`config.mk`:
```
export PLATFORM = sky130hd
export DESIGN_NAME = phase_sequencer
export DESIGN_NICKNAME = d
export VERILOG_FILES = /design/src/rtl/phase_sequencer_pkg.sv /design/src/rtl/phase_window_cmp.sv /design/src/rtl/phase_sequencer.sv
export SDC_FILE = /design/constraint.sdc
export NUM_CORES = 1
export LEC_CHECK = 0
export ABC_AREA = 1
export CAP_MARGIN = 40
export CORE_ASPECT_RATIO = 0.75
export CORE_UTILIZATION = 49
export CTS_BUF_LIST = sky130_fd_sc_hd__clkbuf_4 sky130_fd_sc_hd__clkbuf_8
export DETAILED_ROUTE_END_ITERATION = 7
export PLACE_DENSITY_LB_ADDON = 0.15
export SYNTH_ARGS = -nofsm -noshare
export SYNTH_HDL_FRONTEND = slang
export SYNTH_HIERARCHICAL = 1
export SYNTH_SLANG_ARGS = --single-unit
```
`constraint.sdc`:
```
create_clock -name clk -period 1.9 [get_ports clk]
set_clock_uncertainty 0.15 [all_clocks]
set_input_delay 0.38 -clock clk [delete_from_list [all_inputs] [get_ports clk]]
set_output_delay 0.38 -clock clk [all_outputs]
set_load 0.01 [all_outputs]
```
`src/rtl/phase_sequencer_pkg.sv`:
```
// -----------------------------------------------------------------------------
// phase_sequencer_pkg
// Shared definitions for the phase sequencer:
//   - state_e : 1-bit sequencer state encoding (IDLE / RUN)
//   - DEF_*   : default window and period constants for the two-channel setup
//                (channel 0 window [0,11), channel 1 window [23,35), last = 47)
// -----------------------------------------------------------------------------
package phase_sequencer_pkg;

   typedef enum logic {
      ST_IDLE = 1'b0,
      ST_RUN  = 1'b1
   } state_e;

   localparam int DEF_ON0  = 0;
   localparam int DEF_OFF0 = 11;
   localparam int DEF_ON1  = 23;
   localparam int DEF_OFF1 = 35;
   localparam int DEF_LAST = 47;

endpackage

```
`src/rtl/phase_window_cmp.sv`:
```
// -----------------------------------------------------------------------------
// phase_window_cmp
// Unsigned half-open window test: hit_o = (on_i <= x_i < off_i).
// An empty window (on_i >= off_i) never hits.
// Ports:
//   on_i  [CW]  window start (inclusive)
//   off_i [CW]  window end (exclusive)
//   x_i   [CW]  position under test
//   hit_o       1 when x_i lies inside the window
// -----------------------------------------------------------------------------
module phase_window_cmp #(
   parameter int CW = 6
) (
   input  logic [CW-1:0] on_i,
   input  logic [CW-1:0] off_i,
   input  logic [CW-1:0] x_i,
   output logic          hit_o
);

   assign hit_o = (x_i >= on_i) && (x_i < off_i);

endmodule

```
`src/rtl/phase_sequencer.sv`:
```
// -----------------------------------------------------------------------------
// phase_sequencer
// Runs a counter over a period of last+1 cycles, either once (mode=0) or
// repeatedly until a graceful stop (mode=1), and drives one registered phase
// enable per channel while the count sits inside that channel's window.
// Ports:
//   clk              clock, all state on the rising edge
//   reset            synchronous active-high reset
//   start            begin a sequence (only honoured while idle)
//   mode             0 = one-shot, 1 = continuous; latched at start
//   stop             finish the current period, then go idle
//   last    [CW]     terminal count; latched at start
//   win_on  [NCH*CW] per-channel window start, channel i at [i*CW +: CW]
//   win_off [NCH*CW] per-channel window end (exclusive), same packing
//   ph_out  [NCH]    registered phase enables
//   count   [CW]     position within the period (0 while idle)
//   busy             high while running
//   wrap             high on the count==last cycle
//   done             one-cycle pulse on the first idle cycle after a sequence
// -----------------------------------------------------------------------------
module phase_sequencer
   import phase_sequencer_pkg::*;
#(
   parameter int NCH = 2,
   parameter int CW  = 6
) (
   input  logic              clk,
   input  logic              reset,
   input  logic              start,
   input  logic              mode,
   input  logic              stop,
   input  logic [CW-1:0]     last,
   input  logic [NCH*CW-1:0] win_on,
   input  logic [NCH*CW-1:0] win_off,
   output logic [NCH-1:0]    ph_out,
   output logic [CW-1:0]     count,
   output logic              busy,
   output logic              wrap,
   output logic              done
);

   state_e            state_q, state_d;
   logic [CW-1:0]     count_q, count_d;
   logic [NCH-1:0]    ph_q, ph_d;
   logic              stop_pend_q, stop_pend_d;
   logic              done_q, done_d;
   logic              mode_q, mode_d;
   logic [CW-1:0]     last_q, last_d;
   logic [NCH*CW-1:0] on_q, on_d;
   logic [NCH*CW-1:0] off_q, off_d;
   logic [NCH-1:0]    hit;

   always_comb begin
      // NOTE: every signal written here gets a default first, so no branch can leave one unassigned and infer a latch.
      state_d     = state_q;
      count_d     = count_q;
      stop_pend_d = stop_pend_q;
      done_d      = 1'b0;
      mode_d      = mode_q;
      last_d      = last_q;
      on_d        = on_q;
      off_d       = off_q;

      if (state_q == ST_IDLE) begin
         if (start) begin
            state_d     = ST_RUN;
            count_d     = '0;
            stop_pend_d = 1'b0;
            mode_d      = mode;
            last_d      = last;
            on_d        = win_on;
            off_d       = win_off;
         end
      end else begin
         if (count_q == last_q) begin
            // A stop arriving on the terminal cycle itself still ends here.
            if (mode_q && !stop_pend_q && !stop) begin
               count_d = '0;
            end else begin
               state_d     = ST_IDLE;
               count_d     = '0;
               stop_pend_d = 1'b0;
               done_d      = 1'b1;
            end
         end else begin
            count_d     = count_q + CW'(1);
            stop_pend_d = stop_pend_q | stop;
         end
      end
   end

   // Windows are evaluated against next-state count and config so that
   // ph_out moves on the same edge as count, including the start edge.
   for (genvar gi = 0; gi < NCH; gi++) begin : g_cmp
      phase_window_cmp #(.CW(CW)) u_cmp (
         .on_i  (on_d[gi*CW +: CW]),
         .off_i (off_d[gi*CW +: CW]),
         .x_i   (count_d),
         .hit_o (hit[gi])
      );
   end

   assign ph_d = (state_d == ST_RUN) ? hit : '0;

   always_ff @(posedge clk) begin
      if (reset) begin
         // NOTE: the latched config is a handful of flops, not a memory, so it is reset with everything else.
         state_q     <= ST_IDLE;
         count_q     <= '0;
         ph_q        <= '0;
         stop_pend_q <= 1'b0;
         done_q      <= 1'b0;
         mode_q      <= 1'b0;
         last_q      <= '0;
         on_q        <= '0;
         off_q       <= '0;
      end else begin
         // NOTE: non-blocking assignments so every register updates from pre-edge values.
         state_q     <= state_d;
         count_q     <= count_d;
         ph_q        <= ph_d;
         stop_pend_q <= stop_pend_d;
         done_q      <= done_d;
         mode_q      <= mode_d;
         last_q      <= last_d;
         on_q        <= on_d;
         off_q       <= off_d;
      end
   end

   assign ph_out = ph_q;
   assign count  = count_q;
   assign busy   = (state_q == ST_RUN);
   assign wrap   = (state_q == ST_RUN) && (count_q == last_q);
   assign done   = done_q;

endmodule

```
==> impl.org <==
** Finish
- Post-route insts no fill :: approximately 540
- The filler cells instantiated in the layout total 231.
- Diodes inserted :: 0
- The sequential cells in the finished layout cover a total of around 870 µm².
- In the final layout, the share of cells above drive strength 1 is 38.5%.
- Nets :: between 500 and 600
- Final standard cell utilization of the core :: 86.6%
- The area growth from synthesis to layout is 64.2%.
- Multi-input logic area :: 1580 µm²

** Clock network
- After clock tree synthesis, the clock-pin slew on the worst setup and hold paths is around 90 ps.
- The tree is rooted in a sky130_fd_sc_hd__clkbuf_8.
- Clock latency on the worst-skew pair, taken at its later pin, is 320 ps.
- The longest clock path from root to sink contains 2 buffers.
- Hold buffers post-CTS :: 0
- TritonCTS built the clock tree.
- Num CTS Buffers :: 5
- Clk sinks :: 42
- The H-tree generated during clock tree synthesis spans 2 levels.

** Global route
- The first global-routing pass estimated 13200 µm of wire.
- Aggregate global-route resource usage :: approximately a third
- The initial antenna violation count came to 0.
- Largest net degree at the start of global routing :: 32
- Number of global-route vias before repair :: 2811
- Global routing finished with a remaining overflow of 0.

** Floorplan
- Measured along the y axis, the die boundary spans roughly 63 µm.
- The die covers 5270 µm².
- 46 I/O pins were placed.
- In this run the core area contains 21 standard-cell rows.
- Width of the die :: 83.5 µm
- Core box area :: 4620 µm²
- Starting density of the core :: 52.8%

** Detailed routing
- Count of vias placed by the detailed router :: just over 3k
- For this run, design rule violations remaining after detail routing come to 0.
- After the first detailed-routing iteration, the DRC count stood at 268.
- Detail Route Antenna Nets :: 0
- First-pass iteration count of the detailed router :: 5
- Summed over all layers, the routed wires come to 10100 µm.
- Via density per instance :: 5.64
- In the final routed layout, each cell accounts on average for roughly 19 µm.

** STA
- Setup repair after global routing missed its margin :: yes
- Setup violations remaining at the end of the flow were counted as 5.
- Number of pins exceeding their max-slew limit in the final report :: 0
- For the pin with the worst max-slew slack, the measured transition is roughly 360 ps.
- Final critical-path share of the clock period :: 130%
- Final critical path time including I/O delays and setup :: 2470 ps
- In this run the tightest slew margin relative to its limit is 76.1%.
- Based on the critical path, the design can be clocked at up to 405 MHz.
- The hold violation count in the final report came to 0.
- Setup WS post-layout :: -569 ps
- Worst Hold Margin :: 379 ps

** Critical path
- The number of buffers and inverters on the critical path is 5.
- In this run the critical register-to-register path is launched from last_q[5].
- Most frequent CP cell :: sky130_fd_sc_hd__nand2_1
- R2R depth :: 19
- Startpoint type of the worst setup path :: flip-flop
- For the worst setup path, the data arrival time is ~2500 ps.
- Largest delay share family, worst path :: simple AND/OR/NAND/NOR gates
- Kind of critical path :: reg -> reg
- The worst setup path is captured at a flip-flop.
- The largest single stage delay on the critical path is roughly 360 ps.
- Critical path depth in cells :: 19
- Critical-path cell with the highest stage delay :: sky130_fd_sc_hd__dfxtp_1
- At the worst endpoint, the required time is 1950 ps.
- Critical-path cell list :: inv_1, nand2_1, nand2_2, nor2_4, nand3_4, nand2_4, inv_4, nand2_4, nand2_2, inv_2, ha_1, inv_1, nand2_1, nand2_1, nand2_1, a21oi_2, nor2_2, inv_1, nor2_2
- Worst setup path startpoint :: last_q[5]
- Critical Path Fanout Max :: 4

** Power
- VDD sags by at most 0.000602 V.
- Power density normalized to cell area :: 707 nW/µm²
- Total power :: 2830 µW
- Reported leakage power :: 0.00205 µW

** Hold path
- Hold wc startpoint :: stop_pend_q
- The worst hold path passes through 4 cells.
- The path class of the tightest hold or removal check is reg -> reg.

** Logic synthesis
- Syn Nets :: about 420
- Number of warnings printed during yosys synthesis :: 6
- The share of the Yosys chip area taken by registers is 34.5%.
- Synthesis produced a netlist whose cell count is 364.
- Post-synthesis register bit count :: 42
- Synth area leader :: sky130_fd_sc_hd__dfxtp_1
- Counting distinct cell types in the post-synthesis netlist gives 20.
- Ranked by instance count, the synthesized netlist is headed by sky130_fd_sc_hd__inv_1, sky130_fd_sc_hd__nand2_1, sky130_fd_sc_hd__nor2_1.
- Share of synthesized registers carrying an async set or reset :: 0%
- Dividing the synthesized area by the synthesized cell count gives ~6.7 µm².
- Area share of the leading cell type in the synthesized netlist :: between 30% and 40%
- Post-synthesis cell area :: 2440 µm²
- Post-synth EDFFs :: 0
- Dominant cell by count in the synthesized netlist :: sky130_fd_sc_hd__inv_1
- Top cells by area, synth :: sky130_fd_sc_hd__dfxtp_1, sky130_fd_sc_hd__inv_1, sky130_fd_sc_hd__ha_1
- The most used flip-flop cell after synthesis is sky130_fd_sc_hd__dfxtp_1.

** Place
- Port buffering added 45 buffers.
- Placed insts :: 505
- Final HPWL from detailed placement :: 4500 µm
- Gp weighted congestion :: 0.839
- Pre-CTS WS :: -755 ps

** Outcome
- The checks that failed: negative setup slack.
- The run finished, with violations left.

** Flow run
- Across the run, the number of max-cap violations was 0.
cell type report:
class                           count  area share (%)
Multi-Input combinational cell    234            39.4
Timing Repair Buffer              116            25.9
Sequential cell                    42            21.6
Inverter                           80            7.69
Clock buffer                        6            2.06
Tap cell                           57            1.78
Clock inverter                      2            1.50
layer usage:
layer	GRT usage [%]	wire, µm
met5	0	0
met3	7.73	926
met4	18.9	758
met2	57.9	4630
met1	35.1	3790
worst paths after layout:
check	endpoint	slack (ps)
worst min register to register	stop_pend_q	380
worst max-delay path	ph_out[1]	-570
worst min-delay path	stop_pend_q	380
worst max register to register	ph_out[1]	-570
registers in the layout, indices dropped and copies added, names as in the netlist:
| name | cells |
|---|---|
| ph_out | 2 |
| last_q | 6 |
| done | 1 |
| on_q | 12 |
| count | 6 |
| busy | 1 |
| stop_pend_q | 1 |
| off_q | 12 |
| mode_q | 1 |
kinds of logic after synthesis:
| family | count (synthesis) | share of synthesized area (%) |
|---|---|---|
| fa+ha+maj | 23 | 11.8 |
| xor+xnor | 2 | 0.718 |
| simple gates | 156 | 28.2 |
| flops | 42 | 34.5 |
| compound gates | 53 | 11.2 |
| buf+inv | 88 | 13.6 |
what timing repair did:
action | CTS | global route
buffers inserted | 20 | 11
gates cloned | 0 | 0
endpoints found under the setup margin | 3 | 6
pin swaps | 21 | 31
resized for setup | 42 | 42
hold endpoints to repair | 0 | 0
placed cells by master, fill, tap and decap left out:
cell type,n
sky130_fd_sc_hd__dlygate4sd2_1,1
sky130_fd_sc_hd__buf_12,3
sky130_fd_sc_hd__clkdlybuf4s50_1,40
sky130_fd_sc_hd__a21o_1,2
sky130_fd_sc_hd__nor2_4,5
sky130_fd_sc_hd__dfxtp_1,33
sky130_fd_sc_hd__ha_1,15
sky130_fd_sc_hd__xor2_1,1
sky130_fd_sc_hd__nand2_8,1
sky130_fd_sc_hd__nand4_1,4
sky130_fd_sc_hd__inv_4,3
sky130_fd_sc_hd__o21ai_1,12
sky130_fd_sc_hd__o21ai_2,4
sky130_fd_sc_hd__nand2_1,48
sky130_fd_sc_hd__a21oi_2,5
sky130_fd_sc_hd__o21ai_0,16
sky130_fd_sc_hd__inv_2,7
sky130_fd_sc_hd__nand2_4,7
sky130_fd_sc_hd__bufinv_16,2
sky130_fd_sc_hd__or2_2,24
sky130_fd_sc_hd__dfxtp_4,6
sky130_fd_sc_hd__ha_4,8
sky130_fd_sc_hd__dlymetal6s2s_1,1
sky130_fd_sc_hd__buf_6,6
sky130_fd_sc_hd__inv_1,70
sky130_fd_sc_hd__xor2_2,1
sky130_fd_sc_hd__clkbuf_8,6
sky130_fd_sc_hd__nand3_4,2
sky130_fd_sc_hd__o31ai_2,1
sky130_fd_sc_hd__nand2_2,20
sky130_fd_sc_hd__buf_4,65
sky130_fd_sc_hd__nor2_1,39
sky130_fd_sc_hd__nor2_2,6
sky130_fd_sc_hd__a21oi_1,13
sky130_fd_sc_hd__dfxtp_2,3
tightest hold or removal path, cell delays in order, from the launching register on:
cell and delay [ps]:
sky130_fd_sc_hd__dfxtp_1 320, sky130_fd_sc_hd__inv_1 50, sky130_fd_sc_hd__nand2_1 40, sky130_fd_sc_hd__nand2_1 50, sky130_fd_sc_hd__nor2_1 40
power breakdown:
| part | internal, µW | switching, µW | total, µW |
|---|---|---|---|
| logic | 455 | 497 | 952 |
| clock network | 561 | 345 | 906 |
| registers | 942 | 30.9 | 973 |
| total | 1960 | 873 | 2830 |
through the flow:
step / setup TNS, ps / cell area (µm²)
final: -1630 / 4010
after detailed placement: -1860 / 3410
after global placement: -1630 / 3410
after global routing: -1960 / 4010
after floorplan: -128 / 2540
after CTS: -936 / 3830
Power figures use the tool's default switching activity.
